--- src/rtl/clkdiv_pkg.sv ---
// clkdiv_pkg: shared types and helpers for the clock_divider_bank block.
//   clkdiv_state_e   : per-channel FSM state
//   CLKDIV_MIN_RATIO : smallest legal divide ratio
//   clkdiv_norm()    : maps ratios 0 and 1 to CLKDIV_MIN_RATIO
package clkdiv_pkg;

  typedef enum logic [1:0] {
    CLKDIV_IDLE  = 2'd0,
    CLKDIV_RUN   = 2'd1,
    CLKDIV_DRAIN = 2'd2
  } clkdiv_state_e;

  localparam int unsigned CLKDIV_MIN_RATIO = 2;

  // Ratios below the minimum cannot produce a high and a low phase.
  function automatic logic [31:0] clkdiv_norm(input logic [31:0] d);
    return (d < 32'(CLKDIV_MIN_RATIO)) ? 32'(CLKDIV_MIN_RATIO) : d;
  endfunction

endpackage

--- src/rtl/clkdiv_channel.sv ---
// clkdiv_channel: one divided-clock channel (FSM, period counter, shadow ratio,
// optional rising-edge counter).
// Optional feature macro: CLKDIV_EDGE_CNT_EN (edge counter).
// Ports:
//   clk_ref, rst    : reference clock, async active-high reset
//   gate_en_i       : run request (level)
//   align_i         : phase restart pulse
//   cfg_we_i        : config transfer for this channel this cycle
//   cfg_div_i       : normalised new ratio
//   edge_clr_i      : clear edge counter
//   clk_out_o       : divided clock (flop output)
//   busy_o          : channel not idle
//   pend_o          : shadow ratio waiting for a period boundary
//   edge_cnt_o      : saturating count of clk_out_o rising edges
module clkdiv_channel
  import clkdiv_pkg::*;
#(
  parameter int unsigned DIV_W   = 8,
  parameter int unsigned DIV_RST = 2,
  parameter int unsigned CNT_W   = 16
) (
  input  logic             clk_ref,
  input  logic             rst,
  input  logic             gate_en_i,
  input  logic             align_i,
  input  logic             cfg_we_i,
  input  logic [DIV_W-1:0] cfg_div_i,
  input  logic             edge_clr_i,
  output logic             clk_out_o,
  output logic             busy_o,
  output logic             pend_o,
  output logic [CNT_W-1:0] edge_cnt_o
);

  clkdiv_state_e    state_q, state_d;
  logic [DIV_W-1:0] cnt_q, cnt_d;
  logic [DIV_W-1:0] ratio_q, ratio_d;
  logic [DIV_W-1:0] shadow_q, shadow_d;
  logic             pend_q, pend_d;
  logic             out_q, out_d;
  logic             busy_q, busy_d;
  logic             wrap;
  logic             apply_pend;

  // Next-state, counter and ratio update.
  always_comb begin
    state_d    = state_q;
    cnt_d      = cnt_q;
    ratio_d    = ratio_q;
    shadow_d   = shadow_q;
    pend_d     = pend_q;
    apply_pend = 1'b0;
    wrap       = (cnt_q == (ratio_q - DIV_W'(1)));

    case (state_q)
      CLKDIV_IDLE: begin
        cnt_d      = '0;
        apply_pend = pend_q;
        if (gate_en_i) state_d = CLKDIV_RUN;
      end
      CLKDIV_RUN, CLKDIV_DRAIN: begin
        if (align_i) begin
          // Restart the period; a draining channel still stops at its next wrap.
          cnt_d      = '0;
          apply_pend = pend_q;
          state_d    = gate_en_i ? CLKDIV_RUN : CLKDIV_DRAIN;
        end else if (wrap) begin
          cnt_d      = '0;
          apply_pend = pend_q;
          state_d    = gate_en_i ? CLKDIV_RUN : CLKDIV_IDLE;
        end else begin
          cnt_d   = cnt_q + DIV_W'(1);
          state_d = gate_en_i ? CLKDIV_RUN : CLKDIV_DRAIN;
        end
      end
      default: begin
        state_d = CLKDIV_IDLE;
        cnt_d   = '0;
      end
    endcase

    if (apply_pend) begin
      ratio_d = shadow_q;
      pend_d  = 1'b0;
    end

    // A transfer only happens while pend is clear, so it never races apply_pend.
    if (cfg_we_i) begin
      shadow_d = cfg_div_i;
      if (state_q == CLKDIV_IDLE) ratio_d = cfg_div_i;
      else                        pend_d  = 1'b1;
    end

    out_d  = (state_d != CLKDIV_IDLE) && (cnt_d < (ratio_d >> 1));
    busy_d = (state_d != CLKDIV_IDLE);
  end

  always_ff @(posedge clk_ref or posedge rst) begin
    if (rst) begin
      state_q  <= CLKDIV_IDLE;
      cnt_q    <= '0;
      ratio_q  <= DIV_W'(DIV_RST);
      shadow_q <= DIV_W'(DIV_RST);
      pend_q   <= 1'b0;
      out_q    <= 1'b0;
      busy_q   <= 1'b0;
    end else begin
      state_q  <= state_d;
      cnt_q    <= cnt_d;
      ratio_q  <= ratio_d;
      shadow_q <= shadow_d;
      pend_q   <= pend_d;
      out_q    <= out_d;
      busy_q   <= busy_d;
    end
  end

  assign clk_out_o = out_q;
  assign busy_o    = busy_q;
  assign pend_o    = pend_q;

`ifdef CLKDIV_EDGE_CNT_EN
  logic [CNT_W-1:0] edge_cnt_q, edge_cnt_d;

  // Count rising edges as the output flop is loaded; clear has priority.
  always_comb begin
    edge_cnt_d = edge_cnt_q;
    if (edge_clr_i)
      edge_cnt_d = '0;
    else if (out_d && !out_q && (edge_cnt_q != '1))
      edge_cnt_d = edge_cnt_q + CNT_W'(1);
  end

  always_ff @(posedge clk_ref or posedge rst) begin
    if (rst) edge_cnt_q <= '0;
    else     edge_cnt_q <= edge_cnt_d;
  end

  assign edge_cnt_o = edge_cnt_q;
`else
  logic unused_edge_clr;
  assign unused_edge_clr = edge_clr_i;
  assign edge_cnt_o      = '0;
`endif

endmodule

--- src/rtl/clock_divider_bank.sv ---
// clock_divider_bank: OUTPUTS independently gated, runtime-programmable integer
// dividers of clk_ref with glitch-free gating and a global phase align.
// Optional feature macro: CLKDIV_EDGE_CNT_EN (per-channel rising-edge counters).
// Ports:
//   clk_ref, rst            : reference clock, async active-high reset
//   gate_en_i[OUTPUTS]      : per-channel run request
//   align_i                 : phase-restart pulse for all running channels
//   cfg_valid_i/cfg_ready_o : ratio config handshake
//   cfg_ch_i, cfg_div_i     : target channel and new ratio
//   edge_clr_i              : clear all edge counters
//   clk_out_o[OUTPUTS]      : divided clocks
//   busy_o[OUTPUTS]         : channel not idle
//   edge_cnt_o              : OUTPUTS x CNT_W edge counts (channel 0 in LSBs)
module clock_divider_bank
  import clkdiv_pkg::*;
#(
  parameter int unsigned OUTPUTS = 4,
  parameter int unsigned DIV_W   = 8,
  parameter int unsigned DIV_RST = 2,
  parameter int unsigned CNT_W   = 16,
  localparam int unsigned CH_W   = (OUTPUTS > 1) ? $clog2(OUTPUTS) : 1
) (
  input  logic                     clk_ref,
  input  logic                     rst,
  input  logic [OUTPUTS-1:0]       gate_en_i,
  input  logic                     align_i,
  input  logic                     cfg_valid_i,
  output logic                     cfg_ready_o,
  input  logic [CH_W-1:0]          cfg_ch_i,
  input  logic [DIV_W-1:0]         cfg_div_i,
  input  logic                     edge_clr_i,
  output logic [OUTPUTS-1:0]       clk_out_o,
  output logic [OUTPUTS-1:0]       busy_o,
  output logic [OUTPUTS*CNT_W-1:0] edge_cnt_o
);

  logic [OUTPUTS-1:0] pend;
  logic [OUTPUTS-1:0] cfg_we_c;
  logic [DIV_W-1:0]   cfg_div_norm;
  logic               ready_c;

  assign cfg_div_norm = DIV_W'(clkdiv_norm(32'(cfg_div_i)));

  // Ready mux; channel numbers beyond OUTPUTS stay ready and are dropped.
  always_comb begin
    ready_c = 1'b1;
    for (int unsigned c = 0; c < OUTPUTS; c++) begin
      if (cfg_ch_i == CH_W'(c)) ready_c = !pend[c];
    end
  end

  // Config decode.
  always_comb begin
    cfg_we_c = '0;
    for (int unsigned c = 0; c < OUTPUTS; c++) begin
      cfg_we_c[c] = cfg_valid_i && ready_c && (cfg_ch_i == CH_W'(c));
    end
  end

  assign cfg_ready_o = ready_c;

  for (genvar c = 0; c < int'(OUTPUTS); c++) begin : g_ch
    clkdiv_channel #(
      .DIV_W   (DIV_W),
      .DIV_RST (DIV_RST),
      .CNT_W   (CNT_W)
    ) u_ch (
      .clk_ref    (clk_ref),
      .rst        (rst),
      .gate_en_i  (gate_en_i[c]),
      .align_i    (align_i),
      .cfg_we_i   (cfg_we_c[c]),
      .cfg_div_i  (cfg_div_norm),
      .edge_clr_i (edge_clr_i),
      .clk_out_o  (clk_out_o[c]),
      .busy_o     (busy_o[c]),
      .pend_o     (pend[c]),
      .edge_cnt_o (edge_cnt_o[c*CNT_W +: CNT_W])
    );
  end

endmodule

--- config.mk ---
export PLATFORM = sky130hd
export DESIGN_NAME = clock_divider_bank
export DESIGN_NICKNAME = d
export VERILOG_FILES = /design/src/rtl/clkdiv_pkg.sv /design/src/rtl/clkdiv_channel.sv /design/src/rtl/clock_divider_bank.sv
export SDC_FILE = /design/constraint.sdc
export NUM_CORES = 1
export LEC_CHECK = 0
export ABC_AREA = 0
export CORE_MARGIN = 3
export CORE_UTILIZATION = 51
export CTS_CLUSTER_SIZE = 10
export DETAILED_ROUTE_END_ITERATION = 16
export PLACE_DENSITY = 0.88
export RECOVER_POWER = 25
export REMOVE_ABC_BUFFERS = 1
export SLEW_MARGIN = 20
export SYNTH_ARGS = -nofsm -noshare
export SYNTH_HDL_FRONTEND = slang
export SYNTH_SLANG_ARGS = --single-unit
--- constraint.sdc ---
create_clock -name clk_ref -period 3.7 [get_ports clk_ref]
set_input_delay 0.37 -clock clk_ref [delete_from_list [all_inputs] [get_ports clk_ref]]
set_output_delay 0.37 -clock clk_ref [all_outputs]
set_load 0.05 [all_outputs]
==> results.json <==
{
  "wl_mm": 19.0,
  "clock_latency_ps": 430,
  "setup_ws_ps": -162,
  "synthSimpleGateAreaFrac_pct": 15.8,
  "gp_congestion": 0.873,
  "path_max_fanout": 6,
  "fin_util_pct": 63.3,
  "antenna_found_initial": 0,
  "final-setup-viol-count": 2,
  "synth_edf_count": 0,
  "p_per_area_mw_per_mm2": 867,
  "synth_top_area_cell": "dfrtp_1",
  "netlist_area_sq_mm": 0.00756,
  "irDropWorstVdd_mv": 0.478,
  "io_pins": 92,
  "max_freq_ghz": 0.259,
  "tightest_slew_ps": 1630,
  "yosys_warnings": 0,
  "path_clk_slew_ps": 60,
  "fillCellCount": 1060,
  "numClockSinks": 116,
  "status": "finished, violations left",
  "period_share_pct": 104,
  "start_kind": "flip-flop",
  "relSlewSlack_pct": -9.60,
  "core_area_sq_mm": 0.0142,
  "rsz0062_at_grt": "yes",
  "synth_common_cells": "108 x dfrtp_1, 73 x buf_4, 69 x nor2_1",
  "violations": "capacitance limit, slew limit, setup timing",
  "grt_pass1_vias": 6123,
  "syn_inst": 794,
  "min_path_type": "reg -> reg",
  "die_h_um": 128,
  "hold_viol": 0,
  "ys.flop_type": "dfrtp_1",
  "synth.avg_cell_area_sq_um": 9.52,
  "final_nets": 927,
  "dp_hpwl_mm": 12.3,
  "antenna-diode-count": 0,
  "initial_core_util_pct": 53.2,
  "synth_compound_area_share_pct": 11.5,
  "fin_worst_skew_ps": 11.2,
  "area_growth_pct": 19.0,
  "slew_viol_final": 38,
  "io_buffers": 26,
  "cp.arrival_ps": 4230,
  "ys_ff_latch": 116,
  "grt_first_pass_wirelength_mm": 29.8,
  "drt_iter0_markers": 603,
  "synth.distinct_cells": 72,
  "yosysMostFrequentCell": "dfrtp_1",
  "synthMuxAreaShare_pct": 9.30,
  "critPathRequiredTime_ps": 4070,
  "max-cap-violations": 1,
  "route.detailed.drc": 0,
  "cts_tree": "built",
  "overflow": 0,
  "numCtsBuffers": 17,
  "gr-usage-all-layers_pct": 23.0,
  "seqCellArea_sq_mm": 0.00291,
  "critPathCaptureType": "flip-flop",
  "post_drt_wl_per_cell_um": 17.9,
  "synth_adder_area_share_pct": 7.28,
  "die_area_sq_mm": 0.0163,
  "clockBufferDepth": 2,
  "synth_area_leaders": "dfrtp_1 36%, ha_1 7.3%, buf_4 7.3%, mux2i_1 4.2%, mux2_2 4.2%",
  "cts_htree_levels": 4,
  "synth_top_family_by_area": "simple AND/OR/NAND/NOR gates",
  "die_w_um": 128,
  "drt_first_pass_iters": 5,
  "drive_above_1_share_pct": 20.5,
  "hold_buffers": 0,
  "multiInputGateArea_sq_mm": 0.00428,
  "drtAntennaViolNets": 0,
  "synth_seq_area_share_pct": 38.5,
  "dpl_worst_slack_ps": -383,
  "synth_async_sr_flop_share_pct": 100,
  "ctsRootBufferMaster": "clkbuf_16",
  "grt_max_degree": 81,
  "path_class": "reg -> reg",
  "p_leak_nw": 4.22,
  "vias": 5940,
  "vias_per_cell": 5.62,
  "synth_xor_area_share_pct": 6.60,
  "period_needed_ps": 3860,
  "row_count": 43,
  "yosysTopAreaCellShare_pct": 35.8
}
==> stage by stage <==
step / hold WS, ps / TNS (ps) / std cells / area [sq um] / power [mW]
after floorplan: 444 / -514 / 759 / 7140 / 4.45
after global placement: 465 / -249 / 1013 / 8020 / 5.28
after detailed placement: 474 / -446 / 1013 / 8020 / 5.43
after CTS: 360 / -27.7 / 1050 / 8820 / 7.50
after global routing: 522 / -542 / 1057 / 8990 / 8.25
final: 505 / -173 / 1057 / 8990 / 7.80
==> final timing paths <==
path / start / endpoint / slack (ps) / cells after the start
setup reg to reg: g_ch[3].u_ch.ratio_q[0] / g_ch[3].u_ch.clk_out_o / -160 / 15
setup / recovery: g_ch[3].u_ch.ratio_q[0] / g_ch[3].u_ch.clk_out_o / -160 / 15
hold reg to reg: g_ch[3].u_ch.shadow_q[6] / g_ch[3].u_ch.shadow_q[6] / 510 / 1
min in group asynchronous: rst / g_ch[3].u_ch.state_q[1] / 800 / 2
hold / removal: g_ch[3].u_ch.shadow_q[6] / g_ch[3].u_ch.shadow_q[6] / 510 / 1
max in group asynchronous: rst / g_ch[1].u_ch.cnt_q[1] / 1080 / 3
==> area by class of cell <==
class                   count  share of cell area, %
multi-input cells         598                   47.5
inverters                  45                   1.89
repair buffers             86                   8.21
clock buffers              18                   4.88
flip-flops and latches    116                   32.4
well taps                 180                   2.50
clock inverters            14                   2.59
==> registers in the layout, summed over array words and instances (netlist names) <==
name	flops
g_ch.u_ch.ratio_q	32
g_ch.u_ch.clk_out_o	4
g_ch.u_ch.state_q	8
g_ch.u_ch.busy_o	4
g_ch.u_ch.pend_o	4
g_ch.u_ch.cnt_q	32
g_ch.u_ch.shadow_q	32
==> layer usage <==
layer / track usage (%) / wire (um)
met4: 8.86 / 547
met1: 28.1 / 7390
met5: 0 / 0
met3: 5.79 / 1150
met2: 39.2 / 9870
==> repair_timing <==
action	in CTS	in global routing
cloned	0	0
setup endpoints to repair	4	4
resized for setup	19	29
buffers inserted	5	7
pin swaps	19	25
==> layout by cell type, fill, tap and decap left out, types with 4 or more instances in the layout <==
| cell | instances |
|---|---|
| nand3_1 | 20 |
| and2_1 | 7 |
| xnor2_1 | 33 |
| nand2b_1 | 4 |
| buf_6 | 4 |
| ha_1 | 41 |
| nand2_1 | 64 |
| xor2_1 | 24 |
| nor2b_1 | 8 |
| buf_4 | 54 |
| a21o_1 | 11 |
| mux2i_1 | 29 |
| or2_2 | 7 |
| nor3_1 | 12 |
| dfrtp_1 | 108 |
| bufinv_16 | 6 |
| and3_1 | 10 |
| inv_1 | 43 |
| nor2_1 | 68 |
| o21a_1 | 16 |
| conb_1 | 64 |
| nor3b_1 | 4 |
| o21ai_0 | 21 |
| clkbuf_16 | 17 |
| a31oi_1 | 7 |
| clkdlybuf4s50_1 | 25 |
| clkinvlp_4 | 5 |
| dfstp_2 | 8 |
| mux2_2 | 29 |
| and3b_1 | 4 |
| a21oi_1 | 28 |
==> logic make-up after synthesis <==
family,count (synthesis)
AND/OR/NAND/NOR,239
buffers and inverters,143
AO/OA/AOI/OAI,128
flip-flops,116
multiplexers,66
XOR/XNOR,57
adder cells (fa/ha/maj),44
other,1
==> worst max-delay path, stage by stage (launching register included) <==
cell and delay, ps:
dfrtp_1 380, or4_4 550, or4b_4 510, nand3_4 100, a311oi_2 100, a211oi_2 300
o21ai_2 80, buf_6 150, buf_4 140, mux2_1 350, mux2i_1 150, ha_1 270
o2111ai_2 90, nor2_2 90, a2111oi_4 310, o221a_2 220
==> where the power goes <==
part / leakage [nW] / switching (mW) / internal (mW)
sequential: 1.45 / 0.439 / 1.77
combinational: 2.46 / 2.04 / 1.66
clock: 0.314 / 0.608 / 1.27
Power figures use the tool's default switching activity.
